==> config.mk <==
export PLATFORM = sky130hd
export DESIGN_NAME = mem_arbiter
export DESIGN_NICKNAME = d
export VERILOG_FILES = /design/src/rtl/lc3b_types.sv /design/src/rtl/mem_arbiter.sv
export SDC_FILE = /design/constraint.sdc
export NUM_CORES = 1
export LEC_CHECK = 0
export ABC_AREA = 1
export BUFFER_PORTS_ARGS = -buffer_cell sky130_fd_sc_hd__buf_2
export CORE_AREA = 2 2 273 275
export CTS_BUF_LIST = sky130_fd_sc_hd__clkbuf_4 sky130_fd_sc_hd__clkbuf_8
export DETAILED_ROUTE_END_ITERATION = 12
export DIE_AREA = 0 0 275 277
export GPL_TIMING_DRIVEN = 0
export PLACE_DENSITY_LB_ADDON = 0.12
export SLEW_MARGIN = 20
export SYNTH_ARGS = -nofsm -noshare
export SYNTH_HDL_FRONTEND = slang
export SYNTH_SLANG_ARGS = --single-unit
export TNS_END_PERCENT = 50
==> constraint.sdc <==
create_clock -name clk -period 3.4 [get_ports clk]
set_clock_uncertainty 0.2 [all_clocks]
set_input_delay 0 -clock clk [delete_from_list [all_inputs] [get_ports clk]]
set_output_delay 0 -clock clk [all_outputs]
set_load 0.05 [all_outputs]
==> src/rtl/lc3b_types.sv <==
// Shared LC-3b types: word, cache line, arbiter state.
// Imported by the memory arbiter with import lc3b_types::*.
package lc3b_types;

  typedef logic [15:0]  lc3b_word;
  typedef logic [127:0] lc3b_line;

  typedef enum logic [1:0] {
    ARB_IDLE,
    ARB_I_BUSY,
    ARB_D_BUSY
  } arb_state_t;

  typedef enum logic {
    PORT_I,
    PORT_D
  } arb_port_t;

endpackage

==> src/rtl/mem_arbiter.sv <==
// I/D cache to physical memory arbiter, one transaction at a time.
// Define MEM_ARBITER_RR_EN for round-robin; default is fixed D priority.
module mem_arbiter
  import lc3b_types::*;
(
  input  logic     clk,
  input  logic     reset,
  input  logic     i_read,
  input  lc3b_word i_address,
  output lc3b_line i_rdata,
  output logic     i_resp,
  input  logic     d_read,
  input  logic     d_write,
  input  lc3b_word d_address,
  input  lc3b_line d_wdata,
  output lc3b_line d_rdata,
  output logic     d_resp,
  output logic     pmem_read,
  output logic     pmem_write,
  output lc3b_word pmem_address,
  output lc3b_line pmem_wdata,
  input  lc3b_line pmem_rdata,
  input  logic     pmem_resp
);

  arb_state_t state, state_n;
  logic       d_req;
  logic       pick_d;

  assign d_req   = d_read | d_write;
  assign i_rdata = pmem_rdata;
  assign d_rdata = pmem_rdata;

`ifdef MEM_ARBITER_RR_EN
  arb_port_t last_grant;

  // On contention the port not granted last time wins.
  assign pick_d = d_req & (~i_read | (last_grant == PORT_I));

  // Remember which port took the most recent grant.
  always_ff @(posedge clk or posedge reset) begin
    if (reset)
      last_grant <= PORT_I;
    else if (state == ARB_IDLE && state_n != ARB_IDLE)
      last_grant <= (state_n == ARB_D_BUSY) ? PORT_D : PORT_I;
  end
`else
  assign pick_d = d_req;
`endif

  // State register; reset drops any transaction in flight.
  always_ff @(posedge clk or posedge reset) begin
    if (reset) state <= ARB_IDLE;
    else       state <= state_n;
  end

  // Next state plus command and response muxing.
  always_comb begin
    state_n      = state;
    pmem_read    = 1'b0;
    pmem_write   = 1'b0;
    pmem_address = '0;
    pmem_wdata   = '0;
    i_resp       = 1'b0;
    d_resp       = 1'b0;
    unique case (state)
      ARB_IDLE: begin
        if (pick_d)      state_n = ARB_D_BUSY;
        else if (i_read) state_n = ARB_I_BUSY;
      end
      ARB_I_BUSY: begin
        pmem_read    = 1'b1;
        pmem_address = i_address;
        i_resp       = pmem_resp;
        if (pmem_resp) state_n = ARB_IDLE;
      end
      ARB_D_BUSY: begin
        pmem_read    = d_read & ~d_write;
        pmem_write   = d_write;
        pmem_address = d_address;
        pmem_wdata   = d_wdata;
        d_resp       = pmem_resp;
        if (pmem_resp) state_n = ARB_IDLE;
      end
      default: state_n = ARB_IDLE;
    endcase
  end

endmodule

==> results_dict.tcl, run 1 <==
set metrics [dict create \
    grt.overflow.total 0 \
    dr.pass1.iters 4 \
    post-route-util_pct 10.36 \
    post_synth_fa_ha_maj_area_fraction_pct 1.447 \
    worstHoldStart "pmem_resp" \
    finalNetCount 1490 \
    share_seq_of_total_power_pct 0.9 \
    core_region_area_um2 73570 \
    power_density_nw_per_um2 695.6 \
    max_slew_violations 0 \
    antenna_found_initial 1 \
    power.share.switching_pct 75.81 \
    clock_power_share_pct 1.8 \
    cts_root_buffer "clkbuf_8" \
    drtIter0Drc 124 \
    crit_required_ps 3200 \
    status "complete, no violations" \
    intPower_w 0.001283 \
    floorplan.initialDensity_pct 4.702 \
    power.total_w 0.005301 \
    clock_latency_ps 210 \
    maxUsedRoutingLayer "met4" \
    cp-start-kind "flip-flop" \
    timing.final.ws_setup_ps 1104 \
    placed_cells_incl_taps 2150 \
    top_register "state" \
    mappedNetlistArea_um2 3460 \
    rows 100 \
    power.ir.vdd_worst_mv 0.4130 \
    cap_viol_max_count 0 \
    synth_seq_cells 2 \
    largest_register_ff_count 2 \
    power.net_switching_w 0.004018 \
    clk_pin_slew_ps 30 \
    grt_setup_unrepaired "false" \
    drive_gt1_share_pct 71.34 \
    critical_path.endpoint_type "output port" \
    die_height_um 277 \
    power_frac_comb_pct 97.3 \
    final-instance-count-excl-fill 2159 \
    post_cts_resize_count 0 \
    layout_worst_path_cycle_share_pct 67.53 \
    die_area_um2 76180 \
    maximum_number_of_pins_on_one_net_before_global_route_repair 11 \
    drcViolationCount 0 \
    areaGrowthSynthToFinish_pct 120.3 \
    globalRouteTotalUtil_pct 5.781 \
    hold_end "state[0]" \
    critPathKind "flip-flop to output port" \
    detailroute.wirelength.met3_mm 1.575 \
    dominant_combinational_cell_family_by_area_after_synthesis "buffers and inverters" \
    timing.max_slew.rel_slack_pct 67.83 \
    gpl.final_weighted_congestion 0.7566 \
    min_path_cells 6 \
    synth.distinct_cells 13 \
    post_drt_via_cell_ratio 2.321 \
    synth_area_in_simple_gates_pct 18.77 \
    synth_sequential_area_ratio_pct 1.447 \
    cp.arrival_ps 2100 \
    max-clock-path-buffers 2 \
    synthXorXnorAreaFrac_pct 0 \
    worstMarginPinSlew_ps 482.5 \
    regToRegEndpoint "state[1]" \
    route.antenna.remaining_nets 0 \
    timing.critical_path.fanout_max 10 \
    grt_pass1_wl_mm 32.69 \
    crit-reg2reg-launch "state[0]" \
    met2_wire_length_mm 13.04 \
    cts_num_sinks 2 \
    filler_cell_count 8782 \
    antenna_cells_inserted 0 \
    cts_tree "yes" \
    largest_registers "state: 2 flops" \
    worstHoldPathType "input port to flip-flop" \
    synth_cells 612 \
    synth.net_count 910 \
    timing.reg2reg.setup_slack_ps 1380 \
    vias_in_the_first_global_route 4819 \
    drt_wl_total_mm 24.52 \
    numPortBuffers 569 \
    max_freq_mhz 435.6 \
    report.final.setup_viol 0 \
    syn_area_per_cell_um2 5.653 \
    place_worst_setup_slack_ps 1184 \
    htreeDepth 1 \
    setup_tns_ps 0 \
    via_count 5011 \
    report.final.hold_viol_count 0 \
    die-width_um 275 \
    final_period_minus_worst_setup_slack_ps 2296 \
    dpl.hpwl_mm 22.75 \
    tritoncts.num_buffers 3 \
    synth.mux.area_fraction_pct 0 \
    floorplan.io_pins 698 \
    power.leakage_nw 5.294 \
    yosys_warnings 0 \
    worst-r2r-cell-count 7 \
    drt-met1-wl_mm 9.752 \
    wl_per_cell_um 11.36 \
    synth_compound_area_share_pct 2.893 \
]
-- cell usage after synthesis (all sizes together) --
cell type	number	area (um2)
nand2	170	638.1
o21ai	1	5.000
dfrtp	2	50.05
nor2	1	3.750
ha	4	50.05
a21oi	19	95.09
clkbuf	1	5.000
buf	275	2087
nand3b	1	7.510
inv	138	518.0
-- how the worst max path moves through the flow --
stage                            to  startpoint  cells past startpoint
floorplan           pmem_address[0]    state[1]                      5
global placement     pmem_wdata[10]    state[0]                      7
detailed placement   pmem_wdata[10]    state[0]                      7
CTS                  pmem_wdata[10]    state[0]                      7
global route         pmem_wdata[10]    state[0]                      7
finish               pmem_wdata[13]    state[0]                      7
-- cells by family (layout without fill, tap and decap cells) --
logic type | Yosys count | in the layout
buf+inv | 414 | 992
simple gates | 172 | 172
compound gates | 20 | 20
fa+ha+maj | 4 | 4
flops | 2 | 2
-- power by group through the flow --
stage	Combinational, W	Clock (W)	Sequential (W)
after floorplan	0.00390	0	0.0000430
after global placement	0.00530	0	0.0000483
after detailed placement	0.00524	0	0.0000487
after CTS	0.00527	0.0000959	0.0000484
after global routing	0.00550	0.0000994	0.0000504
final	0.00516	0.0000935	0.0000483
-- worst max-delay path, cell delays in order, from the launching register on --
cell,delay [ps]
dfrtp_1,390
inv_1,150
ha_1,170
buf_2,170
buf_2,430
nand2_1,210
inv_1,90
buf_2,260
-- repair_timing --
| action | CTS | global route |
|---|---|---|
| hold buffers | 6 | 0 |
| endpoints found under the hold margin | 4 | 0 |
| endpoints found under the setup margin | 0 | 0 |
| buffers inserted | 0 | 0 |
-- layer usage --
metal / GRT usage, % / vias up
li1: - / 2603
met1: 6.771 / 2137
met2: 11.24 / 259
met3: 0.8237 / 12
met4: 0.5960 / 0
met5: 0 / -
-- metrics by stage --
stage / cell area [um2] / hold WS [ps]
2_1_floorplan: 3460 / -458.8
3_3_place_gp: 7520 / -345.9
3_5_place_dp: 7520 / -340.9
4_1_cts: 7621 / 27.15
5_1_grt: 7621 / 59.05
6_report: 7621 / 25.93
-- layout make-up --
cell class | instances | area (um2) | area share [%]
timing repair buffer | 575 | 2908 | 38.15
multi-input combinational | 196 | 799.5 | 10.49
inverter | 138 | 518.0 | 6.797
clock buffer | 3 | 41.29 | 0.5418
tap | 969 | 1212 | 15.91
buffer | 276 | 2092 | 27.45
sequential | 2 | 50.05 | 0.6567
-- layout by cell type (no fill, tap or decap) --
cell type      netlist  final
buf_6               10     10
buf_2                6    575
buf_4              259    259
dlygate4sd3_1        0      6
nand3b_1             1      1
dfrtp_1              2      2
a21oi_1             19     19
o21ai_0              1      1
inv_1              137    137
clkbuf_8             0      3
clkbuf_2             1      1
nor2_1               1      1
ha_1                 4      4
inv_2                1      1
nand2_1            170    170
Note: power is estimated with default switching activity, not from simulation.
==> run 2: changes to the inputs <==
--- a/config.mk
+++ b/config.mk
@@ -7,10 +7,10 @@
 export LEC_CHECK = 0
 export ABC_AREA = 1
 export BUFFER_PORTS_ARGS = -buffer_cell sky130_fd_sc_hd__buf_2
-export CORE_AREA = 2 2 273 275
+export CORE_AREA = 2 2 275 277
 export CTS_BUF_LIST = sky130_fd_sc_hd__clkbuf_4 sky130_fd_sc_hd__clkbuf_8
 export DETAILED_ROUTE_END_ITERATION = 12
-export DIE_AREA = 0 0 275 277
+export DIE_AREA = 0 0 277 279
 export GPL_TIMING_DRIVEN = 0
 export PLACE_DENSITY_LB_ADDON = 0.12
 export SLEW_MARGIN = 20
==> constraint.sdc (replaced) <==
create_clock -name clk -period 2.22 [get_ports clk]
set_clock_uncertainty 0.2 [all_clocks]
set_input_delay 0 -clock clk [delete_from_list [all_inputs] [get_ports clk]]
set_output_delay 0 -clock clk [all_outputs]
set_load 0.05 [all_outputs]
==> results_dict.tcl, run 2 (same netlist as run 1, synthesis figures left out) <==
set metrics [dict create \
    status "finished with violations" \
    failed_checks "hold timing" \
    route.antenna.remaining_nets 0 \
    final_cell_mix "buf_2 (567), buf_4 (267), nand2_1 (170), inv_1 (137), a21oi_1 (19)" \
    clock_latency_ps 210 \
    drive_gt1_share_pct 71.40 \
    die_area_um2 77280 \
    floorplan.initialDensity_pct 4.671 \
    largest_registers "state: 2 flops" \
    antenna_found_initial 2 \
    worst-r2r-cell-count 7 \
    finalNetCount 1489 \
    placed_cells_incl_taps 2150 \
    grt_setup_unrepaired "false" \
    layout_worst_path_cycle_share_pct 92.13 \
    maximum_number_of_pins_on_one_net_before_global_route_repair 11 \
    largest_register_ff_count 2 \
    layout_commonest_cell "buf_2" \
    die-width_um 277 \
    cts_root_buffer "clkbuf_8" \
    max_freq_mhz 488.9 \
    post_drt_via_cell_ratio 2.346 \
    timing.final.ws_setup_ps 174.7 \
    dr.pass1.iters 4 \
    report.final.setup_viol 0 \
    min_hold_slack_ps -7.247 \
    power_density_nw_per_um2 1064 \
    power_frac_comb_pct 97.4 \
    cp-start-kind "flip-flop" \
    wl_per_cell_um 11.02 \
    power.ir.vdd_worst_mv 0.4706 \
    final-instance-count-excl-fill 2158 \
    crit-reg2reg-launch "state[0]" \
    post-cts-setup-buffers 0 \
    critical_path.endpoint_type "output port" \
    power.net_switching_w 0.006113 \
    globalRouteTotalUtil_pct 5.434 \
    htreeDepth 1 \
    tritoncts.num_buffers 3 \
    worstHoldPathType "input port to asynchronous set/reset pin" \
    cap_viol_max_count 0 \
    cts_num_sinks 2 \
    rows 100 \
    power.total_w 0.008131 \
    intPower_w 0.002018 \
    antenna_cells_inserted 0 \
    drcViolationCount 0 \
    grt_pass1_wl_mm 31.95 \
    report.final.hold_viol_count 2 \
    clk_pin_slew_ps 30 \
    power.share.switching_pct 75.18 \
    top_register "state" \
    setup.worst_path.start "state[0]" \
    timing.max_slew.rel_slack_pct 80.66 \
    worstMarginPinSlew_ps 292.2 \
    crit_required_ps 2020 \
    floorplan.io_pins 698 \
    dpl.hpwl_mm 22.38 \
    cp.arrival_ps 1850 \
    place_worst_setup_slack_ps 89.94 \
    timing.critical_path.fanout_max 10 \
    final_period_minus_worst_setup_slack_ps 2045 \
    share_seq_of_total_power_pct 0.9 \
    cts_tree "yes" \
    max_slew_violations 0 \
    power.leakage_nw 5.294 \
    grt.overflow.total 0 \
    clock_power_share_pct 1.8 \
    gpl.final_weighted_congestion 0.8048 \
    die_height_um 279 \
    setup_tns_ps 0 \
    numPortBuffers 569 \
    core_region_area_um2 74070 \
    areaGrowthSynthToFinish_pct 120.8 \
    vias_in_the_first_global_route 4946 \
    via_count 5063 \
    max-clock-path-buffers 2 \
    drtIter0Drc 77 \
    critPathKind "flip-flop to output port" \
    drt_wl_total_mm 23.78 \
]
-- run 2: cell types whose count changed in the layout (fill, tap and decap cells not counted), sizes merged --
cell and delta:
dlygate4sd3 -1
-- run 2: power by group through the flow --
stage	sequential, W	clock, W	combinational, W
3_3_place_gp	0.0000735	0	0.00808
4_1_cts	0.0000727	0.000149	0.00810
3_5_place_dp	0.0000732	0	0.00799
6_report	0.0000713	0.000143	0.00792
5_1_grt	0.0000742	0.000153	0.00842
2_1_floorplan	0.0000659	0	0.00597
-- run 2: per-stage QoR --
step / util (%) / instance area, um2
floorplan: - / 3460
global placement: 10.15 / 7520
detailed placement: 10.15 / 7520
CTS: 10.31 / 7640
global route: 10.31 / 7640
finish: 10.31 / 7640
-- run 2: path summary, 6_finish.rpt --
path	slack, ps	to
worst max-delay path	170	pmem_wdata[107]
worst min-delay path	-7	state[1]
worst max register to register	250	state[1]
worst min register to register	440	state[0]
max in group asynchronous	1710	state[0]
min in group clk	20	state[0]
-- run 2: layer usage --
layer  wire, um  vias to the layer above  global-route usage [%]
li1           -                     2600                       -
met1       8446                     2168                   5.686
met2      13670                      277                   11.41
met3       1399                       16                  0.8284
met4        250                        2                  0.6968
met5         13                        -                       0
-- run 2: final cells by class --
class                           instances  area (um2)
Buffer                                276        2103
Clock buffer                            3       41.29
Fill cell                            8848       66430
Inverter                              138       518.0
Multi-Input combinational cell        196       799.5
Sequential cell                         2       50.05
Tap cell                              969        1212
Timing Repair Buffer                  574        2915
-- run 2: timing repair --
| item | in CTS | in global routing |
|---|---|---|
| setup endpoints to repair | 25 | 0 |
| endpoints found under the hold margin | 4 | 0 |
| hold buffers | 5 | 0 |
| resized for setup | 10 | 0 |
-- run 2: worst max-delay path, stage by stage (launching register included) --
cell     delay, ps
dfrtp_1        380
inv_1          140
ha_1           160
buf_4          170
buf_12         170
buf_6          210
nand2_1        130
inv_1           80
buf_4          190
